===== config.mk =====
export PLATFORM = sky130hd
export DESIGN_NAME = mem_port_arbiter
export DESIGN_NICKNAME = d
export VERILOG_FILES = /design/src/rtl/mem_port_arbiter.sv
export SDC_FILE = /design/constraint.sdc
export NUM_CORES = 1
export LEC_CHECK = 0
export ABC_AREA = 1
export CELL_PAD_IN_SITES_DETAIL_PLACEMENT = 1
export CELL_PAD_IN_SITES_GLOBAL_PLACEMENT = 2
export CORE_AREA = 5 5 274 276
export DETAILED_ROUTE_END_ITERATION = 7
export DIE_AREA = 0 0 279 281
export HOLD_SLACK_MARGIN = 0.03
export PLACE_DENSITY = 0.68
export SYNTH_ARGS = -nofsm -noshare
export SYNTH_HDL_FRONTEND = slang
export SYNTH_SLANG_ARGS = --single-unit

===== constraint.sdc =====
create_clock -name clock -period 2.3 [get_ports clock]
set_input_delay 0.46 -clock clock [delete_from_list [all_inputs] [get_ports clock]]
set_output_delay 0.46 -clock clock [all_outputs]
set_load 0.005 [all_outputs]

===== src/rtl/mem_port_arbiter.sv =====
// Shares one single-ported memory helper between an IF read port and an LS read/write port.
// One transaction is in flight at a time: grant and issue happen in IDLE, and the response pulses in RESP.
module mem_port_arbiter #(
  parameter int ADDR_W     = 64,
  parameter int DATA_W     = 64,
  parameter int STARVE_MAX = 4
) (
  input  logic              clock,
  input  logic              reset_n,
  input  logic              if_req_valid,
  output logic              if_req_ready,
  input  logic [ADDR_W-1:0] if_req_addr,
  output logic              if_resp_valid,
  output logic [DATA_W-1:0] if_resp_data,
  input  logic              ls_req_valid,
  output logic              ls_req_ready,
  input  logic              ls_req_wen,
  input  logic [ADDR_W-1:0] ls_req_addr,
  input  logic [DATA_W-1:0] ls_req_wdata,
  input  logic [DATA_W-1:0] ls_req_wmask,
  output logic              ls_resp_valid,
  output logic [DATA_W-1:0] ls_resp_data,
  output logic              mem_r_enable,
  output logic [63:0]       mem_r_index,
  input  logic [63:0]       mem_r_data,
  output logic              mem_w_enable,
  output logic [63:0]       mem_w_index,
  output logic [63:0]       mem_w_data,
  output logic [63:0]       mem_w_mask,
  output logic              dbg_state
);

  // Handshake: a request transfers in a cycle where valid && ready. Ready is combinational
  // and is offered only in IDLE, so a requester holds its request fields stable while valid
  // is high. Responses are single-cycle pulses with no backpressure.
  typedef enum logic {IDLE = 1'b0, RESP = 1'b1} state_t;

  localparam int CNT_W = $clog2(STARVE_MAX + 1);
  localparam logic [CNT_W-1:0] STARVE_LIM = CNT_W'(STARVE_MAX);

  state_t           state;
  logic             owner_ls;
  logic             was_write;
  logic [CNT_W-1:0] starve_cnt;

  logic              grant_if;
  logic              grant_ls;
  logic              ls_rd;
  logic [ADDR_W-1:0] if_word;
  logic [ADDR_W-1:0] ls_word;

  assign if_word = if_req_addr >> 3;
  assign ls_word = ls_req_addr >> 3;

  // Grants are gated by reset_n so that nothing is accepted while reset is held.
  always_comb begin
    grant_if = 1'b0;
    grant_ls = 1'b0;
    if (reset_n && state == IDLE) begin
      if (ls_req_valid && !(if_req_valid && starve_cnt == STARVE_LIM)) begin
        grant_ls = 1'b1;
      end else if (if_req_valid) begin
        grant_if = 1'b1;
      end
    end
  end

  assign ls_rd        = grant_ls && !ls_req_wen;
  assign if_req_ready = grant_if;
  assign ls_req_ready = grant_ls;

  assign mem_r_enable = grant_if || ls_rd;
  assign mem_r_index  = grant_if ? 64'(if_word) : (ls_rd ? 64'(ls_word) : 64'd0);
  assign mem_w_enable = grant_ls && ls_req_wen;
  assign mem_w_index  = mem_w_enable ? 64'(ls_word) : 64'd0;
  assign mem_w_data   = mem_w_enable ? 64'(ls_req_wdata) : 64'd0;
  assign mem_w_mask   = mem_w_enable ? 64'(ls_req_wmask) : 64'd0;

  always_ff @(posedge clock or negedge reset_n) begin
    if (!reset_n) begin
      state      <= IDLE;
      owner_ls   <= 1'b1;
      was_write  <= 1'b0;
      starve_cnt <= '0;
    end else if (state == IDLE) begin
      if (grant_ls || grant_if) begin
        state     <= RESP;
        owner_ls  <= grant_ls;
        was_write <= grant_ls && ls_req_wen;
      end
      // Count IF losses only while IF is actually waiting; an IF win resets the count.
      if (grant_if) begin
        starve_cnt <= '0;
      end else if (grant_ls && if_req_valid && starve_cnt != STARVE_LIM) begin
        starve_cnt <= starve_cnt + CNT_W'(1);
      end
    end else begin
      state <= IDLE;
    end
  end

  assign if_resp_valid = (state == RESP) && !owner_ls;
  assign ls_resp_valid = (state == RESP) && owner_ls;
  assign if_resp_data  = if_resp_valid ? DATA_W'(mem_r_data) : '0;
  assign ls_resp_data  = (ls_resp_valid && !was_write) ? DATA_W'(mem_r_data) : '0;
  assign dbg_state     = (state == RESP);

endmodule

==> results.py, run 1 <==
metrics = {
    "synth": {
        "yosysUniqueCellTypes": 23,
        "synth_warnings": 0,
        "synth_cells": 857,
        "syn_avg_cell_area_um2": 6.21,
        "synth-compound-area-share_pct": 0.235,
        "synth_xor_area_share_pct": 0.165,
        "netlist_area_um2": 5320,
        "seq_area_frac_synth_pct": 2.85,
        "synth_top_family_by_area": "simple AND/OR/NAND/NOR gates",
        "ys_top_cells_by_area": "nor2_4, inv_1, nand2_1",
        "synth_top_area_share_pct": 39.8,
        "synthSimpleGateAreaFrac_pct": 66.0,
        "synth_fa_ha_area_share_pct": 0.470,
        "synthMuxAreaShare_pct": 0,
        "synth_top_area_cell": "nor2_4",
        "ys_ff_latch": 6,
    },
    "global_routing": {
        "grt_start_max_net_pins": 33,
        "grt_use_met2_pct": 18.9,
        "gr-total-overflow": 0,
        "grtUsageMet1_pct": 10.5,
        "grt_use_met3_pct": 2.33,
        "antenna_found_initial": 1,
        "grt_pass1_vias": 9021,
        "grt_pass1_wl_um": 58100,
        "grt_busiest_layer": "met2",
        "grt.total_usage_pct": 9.64,
    },
    "worst_hold_path": {
        "hold_path_class": "in -> async",
    },
    "drt": {
        "first_pass_iters": 4,
        "post_drt_wl_per_cell_um": 16.2,
        "viasPerCell": 3.10,
        "num_vias": 8287,
        "routed_wl_um": 43300,
        "ant_nets": 0,
        "drtIter0Drc": 151,
        "drc": 0,
    },
    "setup_path": {
        "crit_fanout": 7,
        "critPathKind": "reg -> out",
        "rr_endpoint": "was_write",
        "cp-start-kind": "flop",
        "crit_arrival_ps": 2050,
        "crit_path_end_kind": "primary output",
        "rr_startpoint": "starve_cnt[0]",
        "cp.required_ps": 1840,
        "ff2ff_path_depth": 10,
        "regToRegSetupSlack_ps": 730,
    },
    "cts": {
        "cts-root-buf": "clkbuf_16",
        "cts_tree": "done",
        "clockBufferDepth": 2,
        "htreeDepth": 1,
        "clkTransAtPathRegs_ps": 40,
        "cts.sinks": 6,
        "cts_hold_buffers": 0,
        "clk_latency_ps": 240,
        "numCtsBuffers": 3,
    },
    "timing": {
        "setup_viol": 231,
        "final_hold_viol_count": 0,
        "rsz0062_at_grt": "yes",
        "finClkSkew_ps": 3.29,
        "period_minus_slack_ps": 2510,
        "min_period_over_period_pct": 109,
        "setup_slack_ps": -212,
        "finalMaxSlewViolations": 0,
        "timing.fmax_mhz": 398,
    },
    "power": {
        "power.leakage_nw": 9.72,
        "seq_power_share_pct": 5.1,
        "finalPower_mw": 3.21,
        "swShare_pct": 39.3,
        "p_clk_share_pct": 9.4,
        "power_density_nw_per_um2": 202,
        "pwr-share-comb_pct": 85.5,
        "switching_power_mw": 1.26,
        "p_int_mw": 1.95,
        "ir_drop_mv": 0.229,
    },
    "flow_run": {
        "maxCapViolCount": 0,
    },
    "floorplan": {
        "dieArea_um2": 78400,
        "chipHeight_um": 281,
        "ios": 716,
        "start_util_pct": 7.35,
        "die_w_um": 279,
        "core_area_um2": 72300,
        "placementRows": 99,
    },
    "placed_design": {
        "hpwlAfterDp_um": 34200,
        "io_buffers": 703,
        "dp_slack_ps": -743,
        "place_congestion": 0.873,
    },
    "final_layout": {
        "drive_above_1_share_pct": 41.6,
        "multi_input_area_um2": 3900,
        "num-nets-final": 2041,
        "antenna_cells": 0,
        "syn2layout_area_growth_pct": 199,
        "layout.area.seq_um2": 151,
        "final_core_util_pct": 22.0,
        "fillCellCount": 8636,
    },
    "run_status": {
        "violations": "negative setup slack",
        "status": "finished with violations",
    },
}
[state kept, by name, summed over array words and instances (netlist names)]
name        count
dbg_state       1
owner_ls        1
starve_cnt      3
was_write       1
[kinds of logic after synthesis]
logic type	Yosys count
buf+inv	321
xor+xnor	1
flops	6
simple gates	524
other cells	1
fa+ha+maj	2
compound gates	2
[area by class of cell]
type | instances | share of cell area (%)
repair buffers | 904 | 60.1
well taps | 959 | 7.55
multi-input cells | 536 | 24.6
flip-flops and latches | 6 | 0.953
inverters | 263 | 6.32
clock buffers | 4 | 0.496
[worst max-delay path, cell delays in order, from the launching register on]
cell and delay [ps]:
dfrtp_1 380, inv_2 80, ha_4 140, nand3_4 70, nand2_4 110, nor2_8 60
buf_6 120, buf_12 130, buf_6 120, buf_16 130, buf_8 130, buf_6 110
nand3_2 50, nand2_2 60, buf_6 110
[timing repair]
action,CTS,global route
setup buffers,50,67
gates cloned,13,9
resized for setup,706,650
pin swaps,17,35
setup endpoints to repair,376,377
[power by group through the flow]
stage	logic [mW]	registers (mW)	clock network [mW]
2_1_floorplan	0.817	0.158	0
6_report	2.75	0.164	0.302
3_3_place_gp	2.31	0.154	0
3_5_place_dp	2.34	0.156	0
5_1_grt	2.95	0.167	0.312
4_1_cts	2.58	0.160	0.307
[per-stage QoR]
stage,setup TNS [ps],instance area [um^2],hold slack (ps),cells
final,-19920,15900,300,2672
after global routing,-46410,15900,312,2672
after CTS,-69320,14700,303,2615
after detailed placement,-145870,14000,470,2551
after global placement,-146520,14000,458,2551
after floorplan,0,5340,164,862
[Yosys cell counts, drive strengths merged]
master	n
buf	45
clkbuf	13
conb	1
dfrtp	5
dfstp	1
ha	2
inv	263
nand2	137
nand3	66
nand4	1
nor2	319
o211ai	1
o21ai	1
or2	1
xor2	1
[routing by layer]
metal  part of all wire [%]  routed length (um)
met5                      0                   0
met1                     37               16100
met2                     54               23300
met4                    1.8                 760
met3                    7.2                3100
[how the worst max path moves through the flow]
stage / from / endpoint / slack [ps]
final: starve_cnt[0] / mem_r_index[19] / -210
after global routing: starve_cnt[0] / mem_r_index[19] / -320
after CTS: starve_cnt[0] / mem_w_index[0] / -380
after detailed placement: reset_n / mem_r_index[32] / -740
after global placement: reset_n / mem_r_index[6] / -740
after floorplan: starve_cnt[0] / mem_w_data[0] / 480
[cells in the final DEF, fill, tap and decap left out, drive strengths merged]
| cell type | instances |
|---|---|
| nand2 | 137 |
| dlymetal6s2s | 127 |
| o21ai | 1 |
| xor2 | 1 |
| bufbuf | 2 |
| clkdlybuf4s15 | 5 |
| conb | 6 |
| dfrtp | 5 |
| clkdlybuf4s50 | 326 |
| clkinv | 2 |
| inv | 261 |
| dlygate4sd2 | 6 |
| or2 | 2 |
| nand3 | 66 |
| buf | 384 |
| nor2 | 319 |
| clkbuf | 58 |
| dfstp | 1 |
| o211ai | 1 |
| nand4 | 1 |
| ha | 2 |
Power figures use the tool's default switching activity.
==> inputs of run 2 (changes only) <==
- CELL_PAD_IN_SITES_DETAIL_PLACEMENT: 1 -> unset
- CELL_PAD_IN_SITES_GLOBAL_PLACEMENT: 2 -> unset
- CORE_AREA: 5 5 274 276 -> 5 5 273 275
- DIE_AREA: 0 0 279 281 -> 0 0 278 280
- PLACE_DENSITY: 0.68 -> 0.37
==> run 2 against run 1 <==
- the run still ends with negative setup slack left
- wire length shrank 4.2%
- clock power down 4%
- worst setup slack better by 85 ps
- count of clock-buffer cells in the layout did not move
- global-route usage hardly changed
- die area decreased by 0.71%
- final cell count is 1.0% lower
- hold slack gained 140 ps
==> results.py, run 2 (same netlist as run 1, synthesis figures left out) <==
metrics = {
    "run_status": {
        "status": "finished with violations",
        "violations": "negative setup slack",
    },
    "floorplan": {
        "dieArea_um2": 77800,
        "chipHeight_um": 280,
        "core_area_um2": 72100,
        "ios": 716,
        "placementRows": 99,
        "die_w_um": 278,
        "start_util_pct": 7.38,
    },
    "power": {
        "p_int_mw": 1.84,
        "ir_drop_mv": 0.148,
        "finalPower_mw": 3.06,
        "swShare_pct": 39.7,
        "power.leakage_nw": 8.52,
        "power_density_nw_per_um2": 201,
        "switching_power_mw": 1.21,
        "p_clk_share_pct": 9.5,
        "pwr-share-comb_pct": 85.3,
        "seq_power_share_pct": 5.2,
    },
    "timing": {
        "timing.fmax_mhz": 412,
        "setup_viol": 121,
        "final_hold_viol_count": 0,
        "finalMaxSlewViolations": 0,
        "rsz0062_at_grt": "yes",
        "finClkSkew_ps": 1.18,
        "min_period_over_period_pct": 106,
        "tns_ps": -4410,
        "setup_slack_ps": -127,
        "period_minus_slack_ps": 2430,
    },
    "setup_path": {
        "crit_arrival_ps": 1970,
        "crit_fanout": 8,
        "rr_endpoint": "was_write",
        "ff2ff_path_depth": 10,
        "rr_startpoint": "starve_cnt[0]",
        "crit_start": "starve_cnt[0]",
        "endpoint": "mem_w_data[37]",
        "cp-start-kind": "flop",
        "cp.required_ps": 1840,
        "regToRegSetupSlack_ps": 760,
        "crit_path_end_kind": "primary output",
        "critPathKind": "reg -> out",
    },
    "cts": {
        "cts_tree": "done",
        "cts.sinks": 6,
        "htreeDepth": 1,
        "clk_latency_ps": 230,
        "clkTransAtPathRegs_ps": 30,
        "cts_hold_buffers": 0,
        "numCtsBuffers": 3,
        "cts-root-buf": "clkbuf_16",
        "clockBufferDepth": 2,
    },
    "drt": {
        "num_vias": 7962,
        "routed_wl_um": 41500,
        "post_drt_wl_per_cell_um": 15.7,
        "viasPerCell": 3.01,
        "ant_nets": 0,
        "drc": 0,
        "first_pass_iters": 4,
        "drtIter0Drc": 193,
    },
    "placed_design": {
        "place_congestion": 0.905,
        "placed_area_um2": 14100,
        "io_buffers": 703,
        "hpwlAfterDp_um": 33800,
        "dp_slack_ps": -754,
    },
    "final_layout": {
        "final_common_cell": "clkdlybuf4s50_1",
        "stdcell_area_um2": 15200,
        "syn2layout_area_growth_pct": 186,
        "fillCellCount": 8145,
        "largest_register_ffs": 3,
        "final_cell_mix": "clkdlybuf4s50_1, inv_1, nor2_4",
        "drive_above_1_share_pct": 41.9,
        "top_register": "starve_cnt",
        "num-nets-final": 2012,
    },
    "global_routing": {
        "antenna_found_initial": 3,
        "gr-total-overflow": 0,
        "grt.total_usage_pct": 9.63,
        "grt_start_max_net_pins": 39,
        "grt_pass1_vias": 8510,
        "grt_pass1_wl_um": 57100,
    },
    "worst_hold_path": {
        "hold_path_class": "in -> async",
    },
    "flow_run": {
        "maxCapViolCount": 0,
    },
}
## run 2: per-layer routing
metal | GRT usage [%] | wire (um) | vias to the layer above
met5 | 0 | 0 | -
met4 | 2.27 | 886 | 0
met3 | 2.80 | 3500 | 32
met2 | 18.2 | 21400 | 428
met1 | 10.7 | 15600 | 3510
li1 | - | - | 3992
## run 2: worst min path at each step
stage,from,endpoint,slack (ps),cells after the start
2_1_floorplan,reset_n,dbg_state,160,0
3_3_place_gp,was_write,was_write,480,2
3_5_place_dp,was_write,was_write,480,2
4_1_cts,reset_n,starve_cnt[0],450,3
5_1_grt,reset_n,dbg_state,460,3
6_report,reset_n,starve_cnt[2],440,3
## run 2: power groups by stage
stage	Sequential [mW]	Combinational (mW)	Clock (mW)
2_1_floorplan	0.158	0.817	0
3_3_place_gp	0.155	2.33	0
3_5_place_dp	0.155	2.33	0
4_1_cts	0.158	2.58	0.301
5_1_grt	0.162	2.80	0.306
6_report	0.159	2.61	0.291
## run 2: per-stage QoR
stage,utilization (%),hold WS [ps],cells
2_1_floorplan,-,164,862
3_3_place_gp,19.5,476,2555
3_5_place_dp,19.5,477,2555
4_1_cts,20.4,446,2631
5_1_grt,21.1,456,2643
6_report,21.1,442,2645
## run 2: area by class of cell
type	count	area (um^2)	share of cell area [%]
inverters	263	1000	6.57
clock buffers	4	78.8	0.518
repair buffers	876	8820	58.0
well taps	959	1200	7.89
diodes	2	5.00	0.0329
multi-input cells	535	3960	26.0
flip-flops and latches	6	151	0.995
## run 2: timing repair
item | 4_1_cts | 5_1_grt
endpoints found under the setup margin | 379 | 315
endpoints found under the hold margin | 0 | 0
pin swaps | 24 | 48
setup buffers | 63 | 23
cloned | 12 | 2
gates resized for setup | 1066 | 343
## run 2: worst max-delay path, cell delays in order (launching register included)
cell	delay, ps
dfrtp_1	350
inv_2	60
ha_4	160
nand3_4	70
nand2_4	80
nor2_8	150
nand2_8	100
buf_12	170
buf_12	150
buf_12	130
buf_12	130
nor2_4	80
buf_6	100
